===== config.mk =====
export PLATFORM = sky130hd
export DESIGN_NAME = pipeline_sequencer
export DESIGN_NICKNAME = d
export VERILOG_FILES = /design/src/rtl/seq_pkg.sv /design/src/rtl/readback_slot.sv /design/src/rtl/pipeline_sequencer.sv
export SDC_FILE = /design/constraint.sdc
export NUM_CORES = 1
export LEC_CHECK = 0
export ABC_AREA = 1
export CAP_MARGIN = 10
export CORE_ASPECT_RATIO = 1.4
export CORE_MARGIN = 4
export CORE_UTILIZATION = 30
export DETAILED_ROUTE_END_ITERATION = 7
export PLACE_DENSITY = 0.53
export SYNTH_ARGS = -nofsm -noshare
export SYNTH_HDL_FRONTEND = slang
export SYNTH_SLANG_ARGS = --single-unit

===== constraint.sdc =====
create_clock -name clk -period 2.3 [get_ports clk]
set_input_delay 0.23 -clock clk [delete_from_list [all_inputs] [get_ports clk]]
set_output_delay 0.23 -clock clk [all_outputs]
set_load 0.02 [all_outputs]

===== src/rtl/seq_pkg.sv =====
// Shared definitions for the pipeline session sequencer and its readback slot.
package seq_pkg;

   typedef enum logic [2:0] {
      IDLE,
      LOAD,
      RUN,
      RD_REG,
      RD_MEM,
      DONE
   } state_t;

   localparam int NUM_REGS   = 32;
   localparam int WORD_BYTES = 4;

endpackage


===== src/rtl/readback_slot.sv =====
// One-deep readback stage: drives the core debug port, waits READ_LAT cycles,
// then holds the captured word on a valid/ready output.
module readback_slot #(
   parameter int READ_LAT = 1
) (
   input  logic        clk,
   input  logic        rst_n,
   input  logic        clear,
   input  logic        req_valid,
   input  logic [31:0] req_addr,
   input  logic        req_is_mem,
   input  logic [4:0]  req_index,
   output logic        req_ready,
   output logic [31:0] check_address,
   output logic        data_or_reg,
   input  logic [31:0] core_value,
   output logic        out_valid,
   output logic [31:0] out_data,
   output logic        out_is_mem,
   output logic [4:0]  out_index,
   input  logic        out_ready,
   output logic        in_flight
);

   localparam int LAT_W = $clog2(READ_LAT + 1);

   logic             pending_q;
   logic [LAT_W-1:0] lat_q;
   logic             pend_mem_q;
   logic [4:0]       pend_idx_q;
   logic             capture;
   logic             take;
   logic             accept;

   // Valid/ready: a word moves when out_valid && out_ready at a rising edge;
   // out_data/out_is_mem/out_index never change while out_valid is high and
   // out_ready is low. The next read is issued on the capture edge so a
   // stream of reads overlaps the hold cycle of the previous word.
   assign capture   = pending_q && (lat_q == LAT_W'(READ_LAT)) && (!out_valid || out_ready);
   assign req_ready = !pending_q || capture;
   assign take      = req_valid && req_ready;
   assign accept    = out_valid && out_ready;
   assign in_flight = pending_q;

   always_ff @(posedge clk or negedge rst_n) begin
      if (!rst_n) begin
         pending_q     <= 1'b0;
         lat_q         <= '0;
         pend_mem_q    <= 1'b0;
         pend_idx_q    <= '0;
         check_address <= '0;
         data_or_reg   <= 1'b0;
         out_valid     <= 1'b0;
         out_data      <= '0;
         out_is_mem    <= 1'b0;
         out_index     <= '0;
      end else if (clear) begin
         pending_q     <= 1'b0;
         lat_q         <= '0;
         pend_mem_q    <= 1'b0;
         pend_idx_q    <= '0;
         check_address <= '0;
         data_or_reg   <= 1'b0;
         out_valid     <= 1'b0;
         out_data      <= '0;
         out_is_mem    <= 1'b0;
         out_index     <= '0;
      end else begin
         if (take) begin
            pending_q     <= 1'b1;
            lat_q         <= '0;
            pend_mem_q    <= req_is_mem;
            pend_idx_q    <= req_index;
            check_address <= req_addr;
            data_or_reg   <= req_is_mem;
         end else if (capture) begin
            pending_q     <= 1'b0;
            lat_q         <= '0;
            pend_mem_q    <= 1'b0;
            pend_idx_q    <= '0;
            check_address <= '0;
            data_or_reg   <= 1'b0;
         end else if (pending_q && (lat_q != LAT_W'(READ_LAT))) begin
            lat_q <= lat_q + LAT_W'(1);
         end

         if (capture) begin
            out_valid  <= 1'b1;
            out_data   <= core_value;
            out_is_mem <= pend_mem_q;
            out_index  <= pend_idx_q;
         end else if (accept) begin
            out_valid  <= 1'b0;
            out_data   <= '0;
            out_is_mem <= 1'b0;
            out_index  <= '0;
         end
      end
   end

endmodule


===== src/rtl/pipeline_sequencer.sv =====
// Session controller for the RISC-V core: load program, run for a budget,
// dump registers and a data-memory window back to the host.
module pipeline_sequencer
   import seq_pkg::*;
#(
   parameter int IMEM_DEPTH = 256,
   parameter int RUN_W      = 16,
   parameter int MEM_WORDS  = 16,
   parameter int READ_LAT   = 1
) (
   input  logic                          clk,
   input  logic                          rst_n,
   input  logic                          cmd_go,
   input  logic                          cmd_abort,
   input  logic [$clog2(IMEM_DEPTH):0]   prog_len,
   input  logic [RUN_W-1:0]              run_cycles,
   input  logic [31:0]                   mem_base,
   input  logic                          host_valid,
   input  logic [31:0]                   host_instr,
   output logic                          host_ready,
   output logic                          core_start,
   output logic                          core_data_or_reg,
   output logic [31:0]                   core_address,
   output logic [31:0]                   core_instruction,
   output logic [31:0]                   core_check_address,
   input  logic [31:0]                   core_value,
   output logic                          dump_valid,
   output logic [31:0]                   dump_data,
   output logic                          dump_is_mem,
   output logic [4:0]                    dump_index,
   input  logic                          dump_ready,
   output logic                          busy,
   output logic                          done,
   output logic                          err,
   output state_t                        dbg_state
);

   localparam int PL_W  = $clog2(IMEM_DEPTH) + 1;
   localparam int IDX_W = 16;

   state_t            state_q, state_d;
   logic [PL_W-1:0]   prog_len_q;
   logic [RUN_W-1:0]  run_q;
   logic [31:0]       mem_base_q;
   logic [PL_W-1:0]   k_q;
   logic [RUN_W-1:0]  run_cnt_q;
   logic [IDX_W-1:0]  iss_q;
   logic [31:0]       addr_q;
   logic [31:0]       instr_q;
   logic              err_q;

   logic              abort;
   logic              go_ok;
   logic              req_valid;
   logic [31:0]       req_addr;
   logic              req_is_mem;
   logic              req_ready;
   logic              in_flight;
   logic              phase_end;

   assign abort     = cmd_abort && (state_q != IDLE);
   assign go_ok     = (prog_len != '0) && (prog_len <= PL_W'(IMEM_DEPTH));
   // The last word of a phase has been handed over and nothing is left to issue.
   assign phase_end = dump_valid && dump_ready && !in_flight && !req_valid;

   assign core_address     = addr_q;
   assign core_instruction = instr_q;
   assign err              = err_q;
   assign dbg_state        = state_q;

   always_ff @(posedge clk or negedge rst_n) begin
      if (!rst_n) state_q <= IDLE;
      else        state_q <= state_d;
   end

   always_comb begin
      state_d    = state_q;
      host_ready = 1'b0;
      core_start = 1'b0;
      busy       = (state_q != IDLE);
      done       = 1'b0;
      req_valid  = 1'b0;
      req_addr   = '0;
      req_is_mem = 1'b0;
      case (state_q)
         IDLE: if (cmd_go && go_ok) state_d = LOAD;
         LOAD: begin
            host_ready = 1'b1;
            if (host_valid && (k_q == prog_len_q - PL_W'(1))) state_d = RUN;
         end
         RUN: begin
            // First RUN cycle keeps start low so the core captures the last word.
            core_start = (run_cnt_q != '0);
            if (run_cnt_q == run_q) state_d = RD_REG;
         end
         RD_REG: begin
            req_valid = (iss_q < IDX_W'(NUM_REGS));
            req_addr  = 32'(iss_q[4:0]);
            if (dump_valid && dump_ready && !in_flight && !req_valid)
               state_d = (MEM_WORDS == 0) ? DONE : RD_MEM;
         end
         RD_MEM: begin
            req_valid  = (iss_q < IDX_W'(MEM_WORDS));
            req_is_mem = 1'b1;
            req_addr   = mem_base_q + (32'(iss_q) << 2);
            if (dump_valid && dump_ready && !in_flight && !req_valid) state_d = DONE;
         end
         DONE: begin
            done    = 1'b1;
            state_d = IDLE;
         end
         default: state_d = IDLE;
      endcase
      if (abort) state_d = IDLE;
   end

   always_ff @(posedge clk or negedge rst_n) begin
      if (!rst_n) begin
         prog_len_q <= '0;
         run_q      <= '0;
         mem_base_q <= '0;
         k_q        <= '0;
         run_cnt_q  <= '0;
         iss_q      <= '0;
         addr_q     <= '0;
         instr_q    <= '0;
         err_q      <= 1'b0;
      end else begin
         err_q <= 1'b0;
         if (abort) begin
            k_q       <= '0;
            run_cnt_q <= '0;
            iss_q     <= '0;
            addr_q    <= '0;
            instr_q   <= '0;
         end else begin
            case (state_q)
               IDLE: if (cmd_go) begin
                  if (go_ok) begin
                     prog_len_q <= prog_len;
                     run_q      <= run_cycles;
                     mem_base_q <= mem_base;
                  end else begin
                     err_q <= 1'b1;
                  end
               end
               LOAD: if (host_valid) begin
                  addr_q  <= 32'(k_q) * WORD_BYTES;
                  instr_q <= host_instr;
                  k_q     <= (k_q == prog_len_q - PL_W'(1)) ? '0 : k_q + PL_W'(1);
               end
               RUN: begin
                  addr_q    <= '0;
                  instr_q   <= '0;
                  run_cnt_q <= (run_cnt_q == run_q) ? '0 : run_cnt_q + RUN_W'(1);
               end
               RD_REG, RD_MEM: begin
                  if (phase_end)                   iss_q <= '0;
                  else if (req_valid && req_ready) iss_q <= iss_q + IDX_W'(1);
               end
               default: ;
            endcase
         end
      end
   end

   readback_slot #(.READ_LAT(READ_LAT)) u_slot (
      .clk           (clk),
      .rst_n         (rst_n),
      .clear         (abort),
      .req_valid     (req_valid),
      .req_addr      (req_addr),
      .req_is_mem    (req_is_mem),
      .req_index     (iss_q[4:0]),
      .req_ready     (req_ready),
      .check_address (core_check_address),
      .data_or_reg   (core_data_or_reg),
      .core_value    (core_value),
      .out_valid     (dump_valid),
      .out_data      (dump_data),
      .out_is_mem    (dump_is_mem),
      .out_index     (dump_index),
      .out_ready     (dump_ready),
      .in_flight     (in_flight)
   );

endmodule


Yosys cells after proc, flatten, opt, wreduce, memory -nomap -nowiden. Cells that the tools add are included.

Add/sub/neg operators: 6. $mul: 0. Div/mod/pow operators: 0. Order comparisons: 3. Eq/ne operators: 13. Shift operators: 0. Mux-type cells: 60. Bitwise gates (word level): 2. Reductions and logical operators: 39.

Operators by type and width (count): $mux W32 (10); $pmux W32 S2 (3); $mux W16 (7); $mux W9 (4); $add A16 B1 Y16 const B (2); $add A32 B18 Y32 (1); $mux W5 (6); $mux W1 (22); $mux W3 (6); $ne A3 B3 Y1 const B (6); $eq A16 B16 Y1 (1); $lt A16 B5 Y1 const B (1); $lt A16 B6 Y1 const B (1); $reduce_bool A16 Y1 (1); $pmux W3 S5 (1); $reduce_bool A3 Y1 (5); $logic_and A1 B1 Y1 (13); $add A9 B1 Y9 const B (1); $eq A9 B9 Y1 (1); $le A9 B9 Y1 const B (1); $reduce_bool A9 Y1 (1); $sub A9 B1 Y9 const B (1); $reduce_bool A2 Y1 (4); $eq A3 B2 Y1 const B (2); 13 further kinds (22).

Flip-flop bits (word level): 245. Latch bits: 0. Memory bits (writable): 0. ROM bits: 0. Input bits: 127. Word-level logic and storage cells: 142. Memories: 0.

Logic depth before layout (Yosys ltp). Gate-level depths: netlist (run 1).

Word-level depth: 9. Depth in mapped cells: 16. Gate-level depth less buffers: 16.

Modules after synthesis. From an unflattened synthesis (run 1), not the netlist that was laid out.

Cell total of the unflattened synthesis: 1302. Area total of the unflattened synthesis: 11601.1 sq um.

Modules (own cells, without submodules): pipeline_sequencer (times used 1, cells an instance 942, area each 8080.2 sq um, sequential area each 3578.4 sq um); readback_slot (times used 1, cells an instance 360, area each 3520.9 sq um, sequential area each 1976.9 sq um).

Worst setup path before layout (run 1). Ideal clock, no wire load.

Path type: register to register. From: register state_q[0], in the netlist dbg_state[0]. To: register instr_q[10], in the netlist core_instruction[10]. Library setup time: 122 ps. Arrival time: 2156 ps. Data required time: 2178 ps. Path slack: 22 ps. Cell stages (with the launch flop): 8. Path buffers: 1. Cells stage by stage: dfrtp_1 inv_1 nor3_1 nand2_1 nand2_1 inv_2 buf_2 a32o_1.

Longest elaborated chain between the ends: 4. Elaborated cells on any way between the ends: 9. Classes of those cells: eq/ne: 3; mux: 2; reduce/logical: 4.

RTL lines: start: declaration (line pipeline_sequencer.sv:41) `state_t state_q, state_d;`; start signal: assignment (line pipeline_sequencer.sv:73) `else state_q <= state_d;`; $reduce_bool A3 Y1 (line pipeline_sequencer.sv:61) `assign abort = cmd_abort && (state_q != IDLE);`; $logic_and A1 B1 Y1 (line pipeline_sequencer.sv:61); $ne A3 B3 Y1 (no line) or $reduce_bool A3 Y1 (tied branches); $reduce_and A2 Y1 (no line); end signal: assignment (line pipeline_sequencer.sv:149) `instr_q <= host_instr;`; end: declaration (line pipeline_sequencer.sv:49) `logic [31:0] instr_q;`.

Parallel ways exist; a longest one is shown, timed or not. A chain may end at the register's enable or synchronous reset.

Final worst setup path (run 1).
From: register state_q[0], in the netlist dbg_state[0]. To: output busy.

Longest elaborated chain between the ends: 1.

RTL lines: $reduce_bool A3 Y1 (line pipeline_sequencer.sv:80) `busy = (state_q != IDLE);`; end: declaration (line pipeline_sequencer.sv:32) `output logic busy,`.

No other way between the ends.

==> impl_metrics.env, run 1 <==
export IMPL_status="finished, final reports clean"
export IMPL_design_die_area_sq_mm=0.0386
export IMPL_period_minus_slack_ns=2.21
export IMPL_portBuffers=247
export IMPL_cp_max_fo=4
export IMPL_flow_area_growth_from_synthesis_pct=39.3
export IMPL_h_tree_depth=1
export IMPL_most_used_cell_cp="sky130_fd_sc_hd__inv_1"
export IMPL_synth_area_sq_mm=0.0106
export IMPL_numClockSinks=222
export IMPL_chipHeight_um=231
export IMPL_avgSynthCellArea_sq_um=9.30
export IMPL_filler_cell_count=3436
export IMPL_final_min_period_over_clock_period_pct=96.3
export IMPL_ys_async_sr_fraction_pct=100
export IMPL_cap_violations=0
export IMPL_grt_start_max_net_pins=68
export IMPL_hold_viol=0
export IMPL_hold_path_class="in -> async"
export IMPL_start_util_pct=30.4
export IMPL_setup_repair_after_global_routing_missed_its_margin="yes"
export IMPL_cellLeakagePower_nw=6.68
export IMPL_most_frequent_cells_in_the_layout="sky130_fd_sc_hd__clkdlybuf4s50_1, sky130_fd_sc_hd__dfrtp_1, sky130_fd_sc_hd__nand2_1, sky130_fd_sc_hd__inv_1, sky130_fd_sc_hd__nor2_1"
export IMPL_drt_antenna_violating_nets=0
export IMPL_setup_worst_path_start_class="register"
export IMPL_root_buffer="sky130_fd_sc_hd__clkbuf_16"
export IMPL_grt_overflow=0
export IMPL_r2r_start="dbg_state[0]$_DFFE_PN0P_"
export IMPL_via_count=9056
export IMPL_layout_commonest_cell="sky130_fd_sc_hd__clkdlybuf4s50_1"
export IMPL_ff2ff_setup_slack_ns=0.10
export IMPL_cts_made_buffers=25
export IMPL_nets=1575
export IMPL_critical_path_endpoint_type="output port"
export IMPL_antenna_violations_before_repair=3
export IMPL_tritoncts="yes"
export IMPL_place_worst_setup_slack_ns=-0.0606
export IMPL_finalWeightedCongestion=0.871
export IMPL_max_slew_margin_rel_pct=61.5
export IMPL_timing_critical_path_required_ns=2.07
export IMPL_clock_path_buffers=3
export IMPL_clk_insertion_delay_late_ns=0.53
export IMPL_placementRows=81
export IMPL_dpl_hpwl_um=23700
export IMPL_ys_seq_area_share_pct=52.2
export IMPL_clock_fmax_ghz=0.452
export IMPL_classification_of_the_worst_setup_path="reg -> out"
export IMPL_synth_seq_cells=222
export IMPL_final_max_slew_violation_count=0
export IMPL_core_region_area_sq_mm=0.0350
export IMPL_detail_route_wl_per_cell_um=16.8
export IMPL_timing_critical_path_cells="inv_1 -> nand2_1 -> nor2_1 -> inv_1 -> clkdlybuf4s50_1"
export IMPL_number_of_endpoints_failing_setup_at_the_final_stage=0
export IMPL_global_route_usage_total_pct=16.1
export IMPL_grt_first_pass_wirelength_um=51000
export IMPL_critPathTopFamily="buffers and inverters"
export IMPL_fin_skew_ns=0.0157
export IMPL_tightest_slew_ns=0.578
export IMPL_power_ir_vdd_worst_mv=0.769
export IMPL_io_pin_count=271
export IMPL_power_density_mw_per_mm2=1100
export IMPL_clkTransAtPathRegs_ns=0.06
export IMPL_drt_wl_total_um=31900
export IMPL_initial_detailed_routing_violation_count=468
export IMPL_cells_after_synthesis=1144
export IMPL_worst_r2r_cell_count=13
export IMPL_synth_enable_flop_cells=0
export IMPL_yosysWarnings=0
export IMPL_totalPowerFinal_w=0.0163
export IMPL_timing_final_ws_setup_ns=0.0859
export IMPL_drive_above_1_share_pct=11.1
export IMPL_crit_path_largest_cell_delay_ns=0.60
export IMPL_slowest_stage_cell_on_the_critical_path="sky130_fd_sc_hd__clkdlybuf4s50_1"
export IMPL_critPathArrivalTime_ns=1.98
export IMPL_synth_flop_cell="sky130_fd_sc_hd__dfrtp_1"
export IMPL_netlist_cell_type_count=47
export IMPL_regToRegEndpoint="u_slot.check_address[15]$_DFFE_PN0P_"
export IMPL_worstPathBufferInverterCount=3
export IMPL_grt_pass1_vias=9531
export IMPL_route_detailed_drc=0
export IMPL_fp_dieW_um=167
export IMPL_dr_pass1_iters=7
export IMPL_vias_per_cell=4.77
-- worst max path at each step --
stage                                        start                                    to  slack, ns  cells past startpoint
final                     dbg_state[0]$_DFFE_PN0P_                                  busy       0.09                      5
after global routing          iss_q[2]$_DFFE_PN0P_  u_slot.check_address[25]$_DFFE_PN0P_      -0.03                     13
after CTS                     iss_q[0]$_DFFE_PN0P_  u_slot.check_address[30]$_DFFE_PN0P_       0.01                     13
after detailed placement               prog_len[1]            mem_base_q[16]$_DFFE_PN0P_      -0.06                      9
after global placement                 prog_len[1]            mem_base_q[13]$_DFFE_PN0P_      -0.06                      9
after floorplan           dbg_state[0]$_DFFE_PN0P_      core_instruction[10]$_DFFE_PN0P_       0.02                      7
-- final cells by class --
| cell class | count | area (sq um) | area share (%) |
|---|---|---|---|
| timing repair buffer | 294 | 2930 | 19.7 |
| inverter | 124 | 468 | 3.16 |
| tap | 456 | 571 | 3.85 |
| clock buffer | 32 | 702 | 4.73 |
| sequential | 222 | 5560 | 37.5 |
| antenna | 1 | 2.50 | 0.0169 |
| clock inverter | 10 | 135 | 0.911 |
| multi-input combinational | 759 | 4470 | 30.1 |
-- cell usage after synthesis (all sizes together), types with 2 or more instances --
library cell  number  area, sq um
inv              124          465
a22o              32          280
a21o               6         45.0
o32ai              4         35.0
or2                2         12.5
xor2              19          166
a32o              32          320
nand3             61          310
xnor2             18          158
nor4               7         43.8
nand4             17          106
buf               46          293
o22ai             16          100
a21boi             2         15.0
dfrtp            222         5560
a21oi             61          317
clkbuf            15         57.6
o21ai             76          384
o311ai             3         26.3
ha                21          263
nor3              26          135
o211ai             2         15.0
nor2              98          390
nand2            196          741
mux2              29          327
-- routing by layer --
| metal | track usage [%] | share of wire, % | vias up | wire length, um |
|---|---|---|---|---|
| met2 | 29.1 | 52 | 239 | 16600 |
| li1 | - | - | 4404 | - |
| met4 | 5.63 | 2.9 | 4 | 910 |
| met3 | 3.68 | 5.9 | 54 | 1880 |
| met1 | 18.6 | 39 | 4355 | 12500 |
| met5 | 0 | 0.085 | - | 27 |
-- power breakdown --
part           total, W  internal, W  switching (W)  leakage (nW)
Combinational   0.00649      0.00280        0.00369          3.34
Sequential      0.00567      0.00493       0.000740          2.93
Clock           0.00409      0.00248        0.00162         0.401
-- per-stage QoR --
stage	std cells	util [%]	hold WS [ns]	cell area [sq um]	TNS, ns
2_1_floorplan	1166	-	-0.0656	10700	0
3_3_place_gp	1853	39.6	0.250	13900	-1.75
3_5_place_dp	1853	39.6	0.250	13900	-1.54
4_1_cts	1896	42.1	0.258	14700	0
5_1_grt	1898	42.4	0.275	14800	-0.0937
6_report	1898	42.4	0.254	14800	0
-- cell families after synthesis --
family | count (synthesis) | synth area share [%]
other | 1 | 0.0352
adders and majority gates | 22 | 2.66
buffers and inverters | 185 | 7.67
xor gates and xnor gates | 37 | 3.05
AOI/OAI and AO/OA | 240 | 14.9
muxes | 29 | 3.07
and+or+nand+nor | 408 | 16.4
DFF | 222 | 52.2
-- timing repair --
| action | 4_1_cts | 5_1_grt |
|---|---|---|
| setup buffers | 0 | 1 |
| pin swaps | 0 | 3 |
| endpoints found under the setup margin | 7 | 83 |
| hold buffers | 1 | 0 |
| resized for setup | 7 | 29 |
| hold endpoints to repair | 64 | 0 |
Power figures use the tool's default switching activity.
==> run 2: changes to the inputs <==
CORE_ASPECT_RATIO = unset   (was 1.4)
==> run 2 against run 1 <==
Against the previous run: utilization rose by 0.40 points; sequential power barely moved; worst setup slack improved by 0.045 ns; sequential share of layout area fell by 0.18 points; via count fell by 0.98%; fmax rose by 2.1%; critical path type is now reg -> reg.
==> impl_metrics.env, run 2 (synthesis results as in run 1) <==
export IMPL_timing_critical_path_cells="ha_2 -> inv_1 -> fa_2 -> nor3_2 -> nor2_2 -> nor2_1 -> nor2_1 -> o21ai_1 -> buf_4 -> buf_4 -> nand2_1 -> nand2_1 -> o21ai_0"
export IMPL_numClockSinks=222
export IMPL_filler_cell_count=3418
export IMPL_cp_max_fo=4
export IMPL_r2r_start="iss_q[0]$_DFFE_PN0P_"
export IMPL_hold_viol=0
export IMPL_setup_worst_path_start_class="register"
export IMPL_dr_pass1_iters=5
export IMPL_cellLeakagePower_nw=6.72
export IMPL_timing_critical_path_required_ns=2.70
export IMPL_fp_dieW_um=196
export IMPL_hold_path_class="in -> async"
export IMPL_dpl_hpwl_um=23600
export IMPL_grt_start_max_net_pins=57
export IMPL_final_area_sq_mm=0.0149
export IMPL_tightest_slew_ns=0.753
export IMPL_nets=1578
export IMPL_layout_cells_non_filler=1901
export IMPL_io_pin_count=271
export IMPL_grt_pass1_vias=9024
export IMPL_global_route_usage_total_pct=15.9
export IMPL_critPathArrivalTime_ns=2.57
export IMPL_clkTransAtPathRegs_ns=0.06
export IMPL_placed_area_sq_mm=0.0138
export IMPL_grt_first_pass_wirelength_um=50100
export IMPL_drt_antenna_violating_nets=0
export IMPL_grt_overflow=0
export IMPL_power_ir_vdd_worst_mv=0.556
export IMPL_cts_made_buffers=27
export IMPL_finalWeightedCongestion=0.880
export IMPL_max_slew_margin_rel_pct=49.7
export IMPL_antenna_violations_before_repair=0
export IMPL_vias_per_cell=4.72
export IMPL_drive_above_1_share_pct=11.1
export IMPL_via_count=8967
export IMPL_antenna_cells_inserted=0
export IMPL_critical_path_endpoint_type="register"
export IMPL_clock_path_buffers=3
export IMPL_detail_route_wl_per_cell_um=16.8
export IMPL_final_min_period_over_clock_period_pct=94.3
export IMPL_number_of_endpoints_failing_setup_at_the_final_stage=0
export IMPL_slowest_stage_cell_on_the_critical_path="sky130_fd_sc_hd__fa_2"
export IMPL_core_region_area_sq_mm=0.0348
export IMPL_initial_detailed_routing_violation_count=387
export IMPL_final_max_slew_violation_count=0
export IMPL_dp_cell_count=1850
export IMPL_drt_wl_total_um=31900
export IMPL_critPathTopFamily="adder cells"
export IMPL_flow_area_growth_from_synthesis_pct=40.0
export IMPL_placementRows=68
export IMPL_worstPathBufferInverterCount=3
export IMPL_fin_skew_ns=0.0109
export IMPL_root_buffer="sky130_fd_sc_hd__clkbuf_16"
export IMPL_chipHeight_um=196
export IMPL_route_detailed_drc=0
export IMPL_layout_commonest_cell="sky130_fd_sc_hd__clkdlybuf4s50_1"
export IMPL_most_frequent_cells_in_the_layout="sky130_fd_sc_hd__clkdlybuf4s50_1, sky130_fd_sc_hd__dfrtp_1, sky130_fd_sc_hd__nand2_1, sky130_fd_sc_hd__inv_1, sky130_fd_sc_hd__nor2_1"
export IMPL_cap_violations=0
export IMPL_tritoncts="yes"
export IMPL_clock_fmax_ghz=0.461
export IMPL_start_util_pct=30.6
export IMPL_crit_path_largest_cell_delay_ns=0.41
export IMPL_h_tree_depth=1
export IMPL_period_minus_slack_ns=2.17
export IMPL_portBuffers=247
export IMPL_power_density_mw_per_mm2=1120
export IMPL_clk_insertion_delay_late_ns=0.53
export IMPL_status="finished, final reports clean"
export IMPL_design_die_area_sq_mm=0.0385
export IMPL_critical_path_startpoint="iss_q[0]$_DFFE_PN0P_"
export IMPL_classification_of_the_worst_setup_path="reg -> reg"
run 2: cell count changes in the layout (fill, tap and decap cells not counted), moves of 2 or more:
cell and change:
sky130_fd_sc_hd__clkinvlp_4 -4, sky130_fd_sc_hd__clkinv_2 -2, sky130_fd_sc_hd__buf_4 +2, sky130_fd_sc_hd__clkbuf_1 +3
sky130_fd_sc_hd__buf_12 -2, sky130_fd_sc_hd__clkbuf_16 +2, sky130_fd_sc_hd__clkbuf_8 +4, sky130_fd_sc_hd__o21ai_0 +2
run 2: worst paths after layout:
kind / to / slack, ns / cells past startpoint
setup / recovery: u_slot.check_address[18]$_DFFE_PN0P_ / 0.13 / 13
hold reg to reg: u_slot.check_address[17]$_DFFE_PN0P_ / 0.48 / 2
min in group clk: run_q[5]$_DFFE_PN0P_ / 0.29 / 3
max in group asynchronous: u_slot.out_data[25]$_DFFE_PN0P_ / 1.31 / 3
setup reg to reg: u_slot.check_address[18]$_DFFE_PN0P_ / 0.13 / 13
hold / removal: u_slot.check_address[13]$_DFFE_PN0P_ / 0.23 / 2
run 2: cell type report:
class	instances	area [sq um]	share of cell area, %
clock inverter	5	125	0.840
inverter	124	468	3.14
timing repair buffer	295	2900	19.5
sequential	222	5560	37.3
multi-input combinational	759	4460	29.9
tap	455	569	3.82
clock buffer	41	818	5.49
run 2: metal layers:
| metal | global-route usage [%] | vias up | part of all wire [%] |
|---|---|---|---|
| met5 | 0 | - | 0 |
| met4 | 4.03 | 0 | 2.6 |
| met3 | 2.68 | 47 | 4.3 |
| met2 | 26.2 | 180 | 49 |
| met1 | 21.8 | 4322 | 44 |
| li1 | - | 4418 | - |
run 2: per-stage QoR:
step                      TNS [ns]  total power [W]  setup WS [ns]  hold slack [ns]  utilization [%]
final                            0           0.0167          0.131            0.227             42.8
after global routing       -0.0274           0.0178        -0.0125            0.256             42.8
after CTS                        0           0.0168       0.000649            0.220             42.5
after detailed placement   -0.0539           0.0122        -0.0287            0.188             39.7
after global placement    -0.00389           0.0121       -0.00389            0.190             39.7
after floorplan                  0          0.00943         0.0223          -0.0656                -
run 2: repair_timing:
item / in CTS / in global routing
resized for setup: 8 / 26
pin swaps: 0 / 6
setup buffers: 0 / 4
endpoints found under the hold margin: 48 / 0
hold buffers: 1 / 0
endpoints found under the setup margin: 7 / 67
run 2: worst reg2reg max path, delay by kind of cell, from the launching register on:
family	cells	cell delay (ns)
AOI/OAI and AO/OA	2	0.23
adders and majority gates	2	0.60
buffers and inverters	3	0.35
DFF	1	0.36
and+or+nand+nor	6	0.52
run 2: report_power, final:
part           switching (W)  internal [W]
Clock                0.00164       0.00287
Combinational        0.00372       0.00279
Sequential          0.000755       0.00493
==> run 3: changes to the inputs <==
RECOVER_POWER = 50   (was unset)
==> run 3 against run 2 <==
Against the previous run: hold slack better by 0.060 ns; die area unchanged; register-to-register slack better by 0.03 ns; worst setup slack better by 0.028 ns; utilization down 0.18 points; highest routed layer unchanged; wire length up 0.14%; final cell count unchanged; critical path depth down 8; via count up 0.20%; fmax up 1.3%.
==> impl_metrics.env, run 3 (synthesis results as in run 1) <==
export IMPL_status="finished, final reports clean"
export IMPL_place_worst_setup_slack_ns=-0.0287
export IMPL_fp_dieW_um=196
export IMPL_route_detailed_drc=0
export IMPL_most_frequent_cells_in_the_layout="sky130_fd_sc_hd__dfrtp_1, sky130_fd_sc_hd__clkdlybuf4s50_1, sky130_fd_sc_hd__nand2_1, sky130_fd_sc_hd__inv_1, sky130_fd_sc_hd__nor2_1"
export IMPL_tritoncts="yes"
export IMPL_number_of_endpoints_failing_setup_at_the_final_stage=0
export IMPL_root_buffer="sky130_fd_sc_hd__clkbuf_16"
export IMPL_chipHeight_um=196
export IMPL_totalPowerFinal_w=0.0166
export IMPL_clk_insertion_delay_late_ns=0.53
export IMPL_multi_input_comb_area_sq_mm=0.00446
export IMPL_antenna_cells_inserted=0
export IMPL_dp_cell_count=1850
export IMPL_antenna_violations_before_repair=0
export IMPL_timing_critical_path_required_ns=2.07
export IMPL_grt_overflow=0
export IMPL_critical_path_startpoint="dbg_state[0]$_DFFE_PN0P_"
export IMPL_drt_wl_total_um=31900
export IMPL_placementRows=68
export IMPL_cts_made_buffers=27
export IMPL_r2r_start="iss_q[0]$_DFFE_PN0P_"
export IMPL_power_ir_vdd_worst_mv=0.558
export IMPL_placed_area_sq_mm=0.0138
export IMPL_via_count=8985
export IMPL_power_switching_w=0.00609
export IMPL_share_comb_of_total_power_pct=38.7
export IMPL_ff2ff_setup_slack_ns=0.16
export IMPL_cap_violations=0
export IMPL_hold_viol=0
export IMPL_seqPwrFrac_pct=34.2
export IMPL_setup_worst_path_start_class="register"
export IMPL_grt_first_pass_wirelength_um=50100
export IMPL_initial_detailed_routing_violation_count=339
export IMPL_critPathArrivalTime_ns=1.91
export IMPL_dpl_hpwl_um=23600
export IMPL_layout_cells_non_filler=1901
export IMPL_filler_cell_count=3432
export IMPL_detail_route_wl_per_cell_um=16.8
export IMPL_core_region_area_sq_mm=0.0348
export IMPL_timing_final_ws_setup_ns=0.159
export IMPL_final_min_period_over_clock_period_pct=93.1
export IMPL_critical_path_endpoint_type="output port"
export IMPL_worst_hold_startpoint="run_cycles[5]"
export IMPL_hold_path_class="in -> reg"
export IMPL_global_route_usage_total_pct=15.9
export IMPL_clock_path_buffers=3
export IMPL_power_density_mw_per_mm2=1120
export IMPL_final_max_slew_violation_count=0
export IMPL_cp_max_fo=4
export IMPL_power_share_switching_pct=36.7
export IMPL_flow_area_growth_from_synthesis_pct=39.4
export IMPL_cellLeakagePower_nw=6.79
export IMPL_clock_fmax_ghz=0.467
export IMPL_grt_start_max_net_pins=57
export IMPL_start_util_pct=30.6
export IMPL_drive_above_1_share_pct=11.1
export IMPL_finalWeightedCongestion=0.880
export IMPL_tightest_slew_ns=1.42
export IMPL_vias_per_cell=4.73
export IMPL_ff_latch_area_sq_mm=0.00556
export IMPL_design_die_area_sq_mm=0.0385
export IMPL_nets=1578
export IMPL_grt_pass1_vias=9024
export IMPL_max_slew_margin_rel_pct=5.02
export IMPL_h_tree_depth=1
export IMPL_io_pin_count=271
export IMPL_clock_power_share_pct=27.1
export IMPL_fin_tns_setup_ns=0
export IMPL_final_area_sq_mm=0.0148
export IMPL_drt_antenna_violating_nets=0
export IMPL_numClockSinks=222
export IMPL_period_minus_slack_ns=2.14
export IMPL_dr_pass1_iters=4
export IMPL_fin_skew_ns=0.0107
export IMPL_classification_of_the_worst_setup_path="reg -> out"
export IMPL_portBuffers=247
export IMPL_layout_commonest_cell="sky130_fd_sc_hd__dfrtp_1"
export IMPL_clkTransAtPathRegs_ns=0.06
export IMPL_internal_power_w=0.0105
==> run 3: per-stage QoR <==
stage | hold WS, ns | utilization (%)
final | 0.287 | 42.6
after global routing | 0.282 | 42.6
after CTS | 0.220 | 42.5
after detailed placement | 0.188 | 39.7
after global placement | 0.190 | 39.7
after floorplan | -0.0656 | -
==> run 3: timing repair <==
action,4_1_cts,5_1_grt
gates resized for setup,8,26
buffers inserted,0,4
cloned,0,0
endpoints found under the setup margin,7,67
hold buffers,1,0
pin swaps,0,6
hold endpoints to repair,48,0
==> run 3: final cells by class <==
cell class                      instances  share of cell area [%]
Sequential cell                       222                    37.5
Multi-Input combinational cell        759                    30.1
Timing Repair Buffer                  295                    19.1
Clock buffer                           41                    5.52
Tap cell                              455                    3.84
Inverter                              124                    3.15
Clock inverter                          5                   0.844
==> run 3: power groups by stage <==
stage / Combinational [W] / Sequential (W) / Clock (W)
finish: 0.00643 / 0.00567 / 0.00450
global route: 0.00708 / 0.00582 / 0.00482
CTS: 0.00648 / 0.00567 / 0.00466
detailed placement: 0.00645 / 0.00572 / 0
global placement: 0.00642 / 0.00572 / 0
floorplan: 0.00332 / 0.00611 / 0
==> run 3: metal layers <==
layer	wire [um]	global-route usage, %	vias up
met3	1550	2.68	49
met1	14100	21.8	4313
li1	-	-	4418
met2	15500	26.2	205
met5	0	0	-
met4	839	4.03	0
==> run 3: final timing paths <==
| check | end | depth (start not counted) |
|---|---|---|
| worst max register to register | u_slot.check_address[18]$_DFFE_PN0P_ | 13 |
| min in group asynchronous | u_slot.check_address[20]$_DFFE_PN0P_ | 2 |
| worst max-delay path | busy | 5 |
| max in group asynchronous | iss_q[0]$_DFFE_PN0P_ | 3 |
| worst min-delay path | run_q[5]$_DFFE_PN0P_ | 3 |
| worst min register to register | u_slot.check_address[15]$_DFFE_PN0P_ | 2 |
==> run 3: critical path: stages (launching register included) <==
cell	delay, ns
sky130_fd_sc_hd__dfrtp_1	0.37
sky130_fd_sc_hd__inv_1	0.12
sky130_fd_sc_hd__nand2_1	0.10
sky130_fd_sc_hd__nor2_1	0.13
sky130_fd_sc_hd__inv_1	0.09
sky130_fd_sc_hd__clkdlybuf4s50_1	0.58
